--- src/rtl/layer_scan_if.sv ---
// Handshake bundle between the layer scan controller, the layer RAM read port
// and the NeoPixel bit-stream encoder.
interface layer_scan_if;
  logic        frame_rdy_in;
  logic [5:0]  rd_addr_out;
  logic [7:0]  layer_sel_out;
  logic [23:0] rd_data_in;
  logic        bit_vld_out;
  logic        bit_data_out;
  logic        bit_rdy_in;
  logic        busy_out;
  logic        frame_done_out;

  modport master (
    input  frame_rdy_in, rd_data_in, bit_rdy_in,
    output rd_addr_out, layer_sel_out, bit_vld_out, bit_data_out,
    output busy_out, frame_done_out
  );

  modport slave (
    output frame_rdy_in, rd_data_in, bit_rdy_in,
    input  rd_addr_out, layer_sel_out, bit_vld_out, bit_data_out,
    input  busy_out, frame_done_out
  );
endinterface

--- src/rtl/layer_scan_ctl.sv ---
// Reads 8 layers x LEDS_PER_LAYER words from the layer RAMs and streams each
// 24-bit word MSB-first to the NeoPixel encoder, followed by a latch gap.
module layer_scan_ctl #(
  parameter int LEDS_PER_LAYER = 64,
  parameter int GAP_CYCLES     = 4000
) (
  input  logic         clk_in,
  input  logic         rst_n_in,
  layer_scan_if.master bus
);

  localparam logic [2:0] S_IDLE  = 3'd0;
  localparam logic [2:0] S_READ  = 3'd1;
  localparam logic [2:0] S_LOAD  = 3'd2;
  localparam logic [2:0] S_SHIFT = 3'd3;
  localparam logic [2:0] S_GAP   = 3'd4;

  localparam int               GAP_W     = $clog2(GAP_CYCLES + 1);
  localparam logic [5:0]       LAST_ADDR = 6'(LEDS_PER_LAYER - 1);
  localparam logic [2:0]       LAST_LYR  = 3'd7;
  localparam logic [GAP_W-1:0] GAP_LAST  = GAP_W'(GAP_CYCLES - 1);

  logic [2:0]       state;
  logic             pending;
  logic [5:0]       addr;
  logic [2:0]       layer;
  logic [4:0]       bit_cnt;
  logic [GAP_W-1:0] gap_cnt;
  logic [23:0]      shreg;
  logic [7:0]       layer_sel;
  logic             vld;
  logic             busy;
  logic             done;
  logic             xfer;

  assign xfer               = vld & bus.bit_rdy_in;
  assign bus.rd_addr_out    = addr;
  assign bus.layer_sel_out  = layer_sel;
  assign bus.bit_vld_out    = vld;
  assign bus.bit_data_out   = shreg[23];
  assign bus.busy_out       = busy;
  assign bus.frame_done_out = done;

  always_ff @(posedge clk_in or negedge rst_n_in) begin
    if (!rst_n_in) begin
      state     <= S_IDLE;
      pending   <= 1'b0;
      addr      <= '0;
      layer     <= '0;
      bit_cnt   <= '0;
      gap_cnt   <= '0;
      shreg     <= '0;
      layer_sel <= '0;
      vld       <= 1'b0;
      busy      <= 1'b0;
      done      <= 1'b0;
    end else begin
      done <= 1'b0;
      // A pulse arriving on the launch cycle wins over the clear, so it is not lost.
      if (bus.frame_rdy_in) begin
        pending <= 1'b1;
      end else if (state == S_IDLE) begin
        pending <= 1'b0;
      end

      case (state)
        S_IDLE: begin
          if (pending) begin
            state     <= S_READ;
            layer     <= '0;
            addr      <= '0;
            layer_sel <= 8'h01;
            busy      <= 1'b1;
          end
        end
        S_READ: begin
          state <= S_LOAD;
        end
        S_LOAD: begin
          shreg     <= bus.rd_data_in;
          bit_cnt   <= 5'd23;
          layer_sel <= '0;
          vld       <= 1'b1;
          state     <= S_SHIFT;
        end
        S_SHIFT: begin
          if (xfer) begin
            if (bit_cnt != 5'd0) begin
              shreg   <= {shreg[22:0], 1'b0};
              bit_cnt <= bit_cnt - 1'b1;
            end else begin
              vld <= 1'b0;
              if (layer == LAST_LYR && addr == LAST_ADDR) begin
                done    <= 1'b1;
                gap_cnt <= '0;
                state   <= S_GAP;
              end else begin
                state <= S_READ;
                if (addr == LAST_ADDR) begin
                  addr      <= '0;
                  layer     <= layer + 1'b1;
                  layer_sel <= 8'h01 << (layer + 1'b1);
                end else begin
                  addr      <= addr + 1'b1;
                  layer_sel <= 8'h01 << layer;
                end
              end
            end
          end
        end
        S_GAP: begin
          if (gap_cnt == GAP_LAST) begin
            state <= S_IDLE;
            busy  <= 1'b0;
          end else begin
            gap_cnt <= gap_cnt + 1'b1;
          end
        end
        default: state <= S_IDLE;
      endcase
    end
  end

endmodule

--- src/flat_wrapper.sv ---
// flat-port wrapper written by rule: the top's interface ports become plain ports
module layer_scan_ctl_flat 
#(
  parameter int LEDS_PER_LAYER = 64,
  parameter int GAP_CYCLES     = 4000
)
  (clk_in, rst_n_in, bus_frame_rdy_in, bus_rd_data_in, bus_bit_rdy_in, bus_rd_addr_out, bus_layer_sel_out, bus_bit_vld_out, bus_bit_data_out, bus_busy_out, bus_frame_done_out);
  layer_scan_if bus_i ();
  input  logic clk_in;
  input  logic rst_n_in;
  input wire logic [$bits(bus_i.frame_rdy_in)-1:0] bus_frame_rdy_in;
  input wire logic [$bits(bus_i.rd_data_in)-1:0] bus_rd_data_in;
  input wire logic [$bits(bus_i.bit_rdy_in)-1:0] bus_bit_rdy_in;
  output wire logic [$bits(bus_i.rd_addr_out)-1:0] bus_rd_addr_out;
  output wire logic [$bits(bus_i.layer_sel_out)-1:0] bus_layer_sel_out;
  output wire logic [$bits(bus_i.bit_vld_out)-1:0] bus_bit_vld_out;
  output wire logic [$bits(bus_i.bit_data_out)-1:0] bus_bit_data_out;
  output wire logic [$bits(bus_i.busy_out)-1:0] bus_busy_out;
  output wire logic [$bits(bus_i.frame_done_out)-1:0] bus_frame_done_out;
  assign bus_i.frame_rdy_in = bus_frame_rdy_in;
  assign bus_i.rd_data_in = bus_rd_data_in;
  assign bus_i.bit_rdy_in = bus_bit_rdy_in;
  assign bus_rd_addr_out = bus_i.rd_addr_out;
  assign bus_layer_sel_out = bus_i.layer_sel_out;
  assign bus_bit_vld_out = bus_i.bit_vld_out;
  assign bus_bit_data_out = bus_i.bit_data_out;
  assign bus_busy_out = bus_i.busy_out;
  assign bus_frame_done_out = bus_i.frame_done_out;
  layer_scan_ctl #(.LEDS_PER_LAYER(LEDS_PER_LAYER), .GAP_CYCLES(GAP_CYCLES)) u_core (.clk_in(clk_in), .rst_n_in(rst_n_in), .bus(bus_i));
endmodule
--- config.mk ---
export PLATFORM = sky130hd
export DESIGN_NAME = layer_scan_ctl_flat
export DESIGN_NICKNAME = d
export VERILOG_FILES = /design/src/rtl/layer_scan_if.sv /design/src/rtl/layer_scan_ctl.sv /design/src/flat_wrapper.sv
export SDC_FILE = /design/constraint.sdc
export NUM_CORES = 1
export LEC_CHECK = 0
export ABC_AREA = 1
export CAP_MARGIN = 20
export CORE_AREA = 2 2 80 82
export DETAILED_ROUTE_END_ITERATION = 12
export DIE_AREA = 0 0 82 84
export PLACE_DENSITY = 0.83
export SLEW_MARGIN = 20
export SYNTH_ARGS = -nofsm -noshare
export SYNTH_HDL_FRONTEND = slang
export SYNTH_SLANG_ARGS = --single-unit
--- constraint.sdc ---
create_clock -name clk_in -period 4.2 [get_ports clk_in]
set_input_delay 1.05 -clock clk_in [delete_from_list [all_inputs] [get_ports clk_in]]
set_output_delay 1.05 -clock clk_in [all_outputs]
set_load 0.01 [all_outputs]
==> metrics.cfg, run 1 <==
[drt]
drt-pass1-iter-count=4
viasPerCell=5.33
antenna_left=0
first_iter_violations=164
wl_um=7220
drcViolationCount=0
avgRoutedWirePerCell_um=12.9
num_vias=2991

[sta]
rsz0062_at_grt=false
clock.fmax_ghz=0.406
skew_ns=0.00728
period_minus_slack_ns=2.46
slew_violations=0
worstMarginPinSlew_ns=0.766
tns_ns=0
timing.final.crit_share=0.586
hold_slack_ns=0.473
timing.final.hold_violations=0
setup_viol=0
slew_headroom=0.489

[global_routing]
antenna_found_initial=0
track_usage=0.231
gr-total-overflow=0
grt_max_degree=38
grt_pass1_wl_um=12500
grt_pass1_vias=2919

[power_and_ir_drop]
p_per_area_nw_per_um2=632
leakagePower_nw=1.94
irDropWorstVdd_mv=0.342

[die]
core_area_um2=6100
die_w_um=82
io_pins=46
die_area_um2=6890
die_h_um=84
row_count=29
start_util=0.576

[worst_setup_path]
cp-start-kind=input port
cp_max_fo=32
critPathKind=input port to flop
end_kind=flop
crit_required_ns=4.45
cp.arrival_ns=2.72

[run_status]
status=completed

[synth]
synthDistinctLibCells=29
synth_fp_nets=467
yosys_warnings=0
avgSynthCellArea_um2=8.09
ys_seq_elements=65
synth_cells=434
ys_seq_area_frac=0.463
syn_area_um2=3510

[clock_network]
holdBufCountCts=0
numCtsBuffers=9
clkTransAtPathRegs_ns=0.07
cts_sinks=65
cts_setup_buffers=0
clk_path_buf_depth=2
worstSkewPairLatency_ns=0.34
cts-root-buf=clkbuf_8
cts_tree=done
cts_resized=0
htree_levels=3

[placement]
placed_area_um2=3980
dp_hpwl_um=4990
portBuffers=45
gp_congestion=0.821

[layout]
nets=512
final_cell_mix=nand2_1 (139), nor2_1 (73), dfrtp_1 (65)
final_common_cell=nand2_1
fillers=489
drive_above_1_share=0.138
n_antenna_cell=0
final_util=0.679
stdcell_area_um2=4140
area_delta_synth_final_pct=17.8

[job]
cap_viol_max_count=0

[min_path]
hp-class=flop to flop

-- power by group --
group / internal, W / leakage [nW] / switching, W
Sequential: 0.000821 / 0.826 / 0.000119
Combinational: 0.000427 / 1.03 / 0.000806
Clock: 0.000211 / 0.0839 / 0.000232
Total: 0.00146 / 1.94 / 0.00116
-- area by class of cell --
type                    instances  area, um^2  share of cell area
inverters                      27         101              0.0245
flip-flops and latches         65        1630               0.393
repair buffers                 47         460               0.111
clock buffers                  12         135              0.0327
well taps                      77        96.3              0.0233
multi-input cells             329        1700               0.410
clock inverters                 4        20.0             0.00484
-- state kept, by name (all words and copies together) (netlist names) --
name                       flops
u_core.layer                   3
u_core.pending                 1
u_core.bus.rd_addr_out         6
u_core.bit_cnt                 5
u_core.state                   3
u_core.gap_cnt                12
u_core.bus.layer_sel_out       8
u_core.bus.bit_vld_out         1
u_core.shreg                  24
u_core.bus.busy_out            1
u_core.bus.frame_done_out      1
-- per-stage QoR --
stage                     cells  setup WS (ns)  total power (W)
after detailed placement    545           1.37          0.00219
after global routing        561           1.55          0.00283
final                       561           1.74          0.00262
after global placement      545           1.46          0.00213
after CTS                   561           1.73          0.00264
after floorplan             434           2.32          0.00197
-- path summary, 6_finish.rpt --
path	end	slack, ns	from	cells past startpoint
setup / recovery	u_core.shreg[22]	1.74	bus_bit_rdy_in	7
hold / removal	u_core.shreg[0]	0.47	u_core.shreg[0]	2
setup reg to reg	u_core.shreg[22]	1.91	u_core.state[2]	8
hold reg to reg	u_core.shreg[0]	0.47	u_core.shreg[0]	2
max in group asynchronous	u_core.state[0]	2.51	rst_n_in	2
min in group asynchronous	u_core.shreg[17]	0.78	rst_n_in	1
-- critical path: stages --
cell and delay (ns):
clkdlybuf4s50_1 0.43, nand2_1 0.10, nand2_1 0.09, nand2_2 0.38
buf_4 0.45, nand2_1 0.13, o31ai_2 0.08
-- logic make-up (layout without fill, tap and decap cells) --
family / Yosys count / in the layout / share of synthesized area
AOI/OAI and AO/OA: 51 / 51 / 0.130
xor gates and xnor gates: 5 / 5 / 0.0125
adders and majority gates: 5 / 5 / 0.0178
DFF: 65 / 65 / 0.463
buffers and inverters: 40 / 90 / 0.0534
and+or+nand+nor: 268 / 268 / 0.323
-- cells in the mapped netlist --
cell / n / area share
nand2_1: 139 / 0.15
nor2_1: 73 / 0.078
dfrtp_1: 65 / 0.46
nand3_1: 25 / 0.036
o31ai_2: 24 / 0.086
inv_1: 22 / 0.024
o21ai_1: 10 / 0.014
nand2_2: 8 / 0.014
o21ai_0: 7 / 0.010
buf_2: 6 / 0.0086
nor2_2: 6 / 0.011
ha_1: 5 / 0.018
inv_2: 5 / 0.0053
or2_2: 5 / 0.0089
xor2_1: 5 / 0.012
buf_4: 4 / 0.0086
nand4_1: 4 / 0.0071
o21bai_1: 4 / 0.0086
a21oi_1: 3 / 0.0043
nand3b_1: 3 / 0.0064
buf_6: 2 / 0.0064
nor3_1: 2 / 0.0029
a211o_1: 1 / 0.0025
a21o_1: 1 / 0.0021
clkbuf_1: 1 / 0.0011
nor2_4: 1 / 0.0032
nor2_8: 1 / 0.0057
nor3b_1: 1 / 0.0021
o21ai_2: 1 / 0.0025
-- routing by layer --
metal / share of wire / vias up / routed length (um) / global-route usage
met3: 0.047 / 12 / 336 / 0.0357
li1: - / 1488 / - / -
met2: 0.47 / 68 / 3430 / 0.372
met1: 0.46 / 1423 / 3330 / 0.306
met5: 0 / - / 0 / 0
met4: 0.017 / 0 / 125 / 0.0970
Power figures use the tool's default switching activity.
==> run 2, diff against run 1 <==
--- a/config.mk
+++ b/config.mk
@@ -7,10 +7,10 @@
 export LEC_CHECK = 0
 export ABC_AREA = 1
 export CAP_MARGIN = 20
-export CORE_AREA = 2 2 80 82
+export CORE_AREA = 2 2 83 85
 export DETAILED_ROUTE_END_ITERATION = 12
-export DIE_AREA = 0 0 82 84
-export PLACE_DENSITY = 0.83
+export DIE_AREA = 0 0 85 87
+export PLACE_DENSITY = 0.78
 export SLEW_MARGIN = 20
 export SYNTH_ARGS = -nofsm -noshare
 export SYNTH_HDL_FRONTEND = slang
==> constraint.sdc (replaced) <==
create_clock -name clk_in -period 2.3 [get_ports clk_in]
set_input_delay 0.575 -clock clk_in [delete_from_list [all_inputs] [get_ports clk_in]]
set_output_delay 0.575 -clock clk_in [all_outputs]
set_load 0.01 [all_outputs]
==> metrics.cfg, run 2 (synthesis gave the netlist of run 1 again) <==
[layout]
stdcell_area_um2=4200  ; +1.6%
drive_above_1_share=0.150  ; +0.0112
regMostFlops=u_core.shreg
largest_reg_flops=24  ; unchanged
final_cell_mix=nand2_1 (139), nor2_1 (73), dfrtp_1 (65)
multiInputGateArea_um2=1700  ; unchanged
final_common_cell=nand2_1
nets=516  ; +0.78%
final_util=0.640  ; -0.0388
fillers=575  ; +18%
ff_latch_area_um2=1630  ; unchanged
n_antenna_cell=0  ; unchanged
area_delta_synth_final_pct=19.7

[worst_setup_path]
r2r_setup_slack_ns=0.53  ; -1.38 ns
worst_path_max_delay_cell=clkdlybuf4s50_1
cp.arrival_ns=1.35  ; -1.37 ns
slowest_delay_ns=0.57  ; +0.12 ns
crit_buf_inv=1  ; -1
worstPathCellList=clkdlybuf4s50_1
cp-start-kind=flop
end_kind=output pin
critPathKind=flop to output pin
cp_max_fo=6  ; -81%
cp_top_family=buffers and inverters
r2r_cells=9  ; +1
crit_cells=1  ; -6
crit_required_ns=1.73  ; -2.72 ns

[global_routing]
grt_max_degree=32  ; -16%
track_usage=0.208  ; -0.0233
grt_pass1_vias=2801  ; -4.0%
gr-total-overflow=0  ; unchanged
grt_pass1_wl_um=12300  ; -1.2%
antenna_found_initial=0  ; unchanged

[min_path]
hp-class=input port to async pin

[power_and_ir_drop]
irDropWorstVdd_mv=0.693  ; +100%
leakagePower_nw=1.97  ; +1.4%
p_per_area_nw_per_um2=1160  ; +84%

[placement]
placed_area_um2=4040  ; +1.5%
gp_congestion=0.833  ; +1.5%
portBuffers=45  ; unchanged
dp_hpwl_um=4980  ; about the same

[drt]
first_iter_violations=137  ; -16%
viasPerCell=5.22  ; -2.1%
drt-pass1-iter-count=4  ; unchanged
wl_um=7040  ; -2.5%
avgRoutedWirePerCell_um=12.4  ; -3.7%
num_vias=2966  ; -0.84%
antenna_left=0  ; unchanged
drcViolationCount=0  ; unchanged

[die]
start_util=0.535  ; -0.0415
die_h_um=87  ; +3.6%
core_area_um2=6570  ; +7.8%
die_w_um=85  ; +3.7%
die_area_um2=7400  ; +7.4%
io_pins=46  ; unchanged
row_count=30  ; +3.4%

[sta]
slew_headroom=0.638  ; +0.148
tns_ns=0  ; unchanged
slew_violations=0  ; unchanged
skew_ns=0.00980  ; +0.00251 ns
rsz0062_at_grt=false
clock.fmax_ghz=0.520
timing.final.crit_share=0.836
worstMarginPinSlew_ns=0.544  ; -0.222 ns
hold_slack_ns=0.209  ; -0.265 ns
timing.final.hold_violations=0  ; unchanged
setup_viol=0  ; unchanged
period_minus_slack_ns=1.92

[clock_network]
worstSkewPairLatency_ns=0.34  ; about the same
clkTransAtPathRegs_ns=0.07  ; about the same
cts_resized=0  ; unchanged
cts_tree=done
cts-root-buf=clkbuf_8
cts_sinks=65  ; unchanged
clk_path_buf_depth=2  ; unchanged
holdBufCountCts=0  ; unchanged
htree_levels=3  ; unchanged
numCtsBuffers=9  ; unchanged
cts_setup_buffers=0  ; unchanged

[run_status]
status=completed

[job]
cap_viol_max_count=0  ; unchanged

[run 2: metrics by stage]
stage,instances,total power [W],worst slack [ns]
6_report,568,0.00489,0.377
5_1_grt,568,0.00532,0.299
4_1_cts,568,0.00495,0.355
3_5_place_dp,552,0.00412,0.290
3_3_place_gp,552,0.00402,0.309
2_1_floorplan,434,0.00360,0.741
[run 2: cell type report]
| class | count | area share |
|---|---|---|
| clock inverters | 6 | 0.00833 |
| repair buffers | 51 | 0.123 |
| multi-input cells | 329 | 0.404 |
| well taps | 80 | 0.0238 |
| flip-flops and latches | 65 | 0.387 |
| inverters | 27 | 0.0241 |
| clock buffers | 10 | 0.0304 |
[run 2: power breakdown]
group	switching [W]	internal, W	leakage [nW]
clock network	0.000435	0.000383	0.0818
registers	0.000205	0.00150	0.826
logic	0.00150	0.000871	1.06
[run 2: layer usage]
metal | GRT usage | vias to the layer above | share of wire
met1 | 0.279 | 1412 | 0.48
met5 | 0 | - | 0
met4 | 0.0938 | 0 | 0.011
met2 | 0.332 | 56 | 0.46
met3 | 0.0351 | 6 | 0.045
li1 | - | 1492 | -
[run 2: worst paths after layout]
check | end | from
max | bus_rd_addr_out[4] | u_core.bus.rd_addr_out[4]
min | u_core.shreg[19] | rst_n_in
max reg2reg | u_core.shreg[12] | u_core.bit_cnt[0]
min reg2reg | u_core.shreg[0] | u_core.shreg[0]
max in group asynchronous | u_core.shreg[12] | rst_n_in
min in group clk_in | u_core.shreg[0] | u_core.shreg[0]
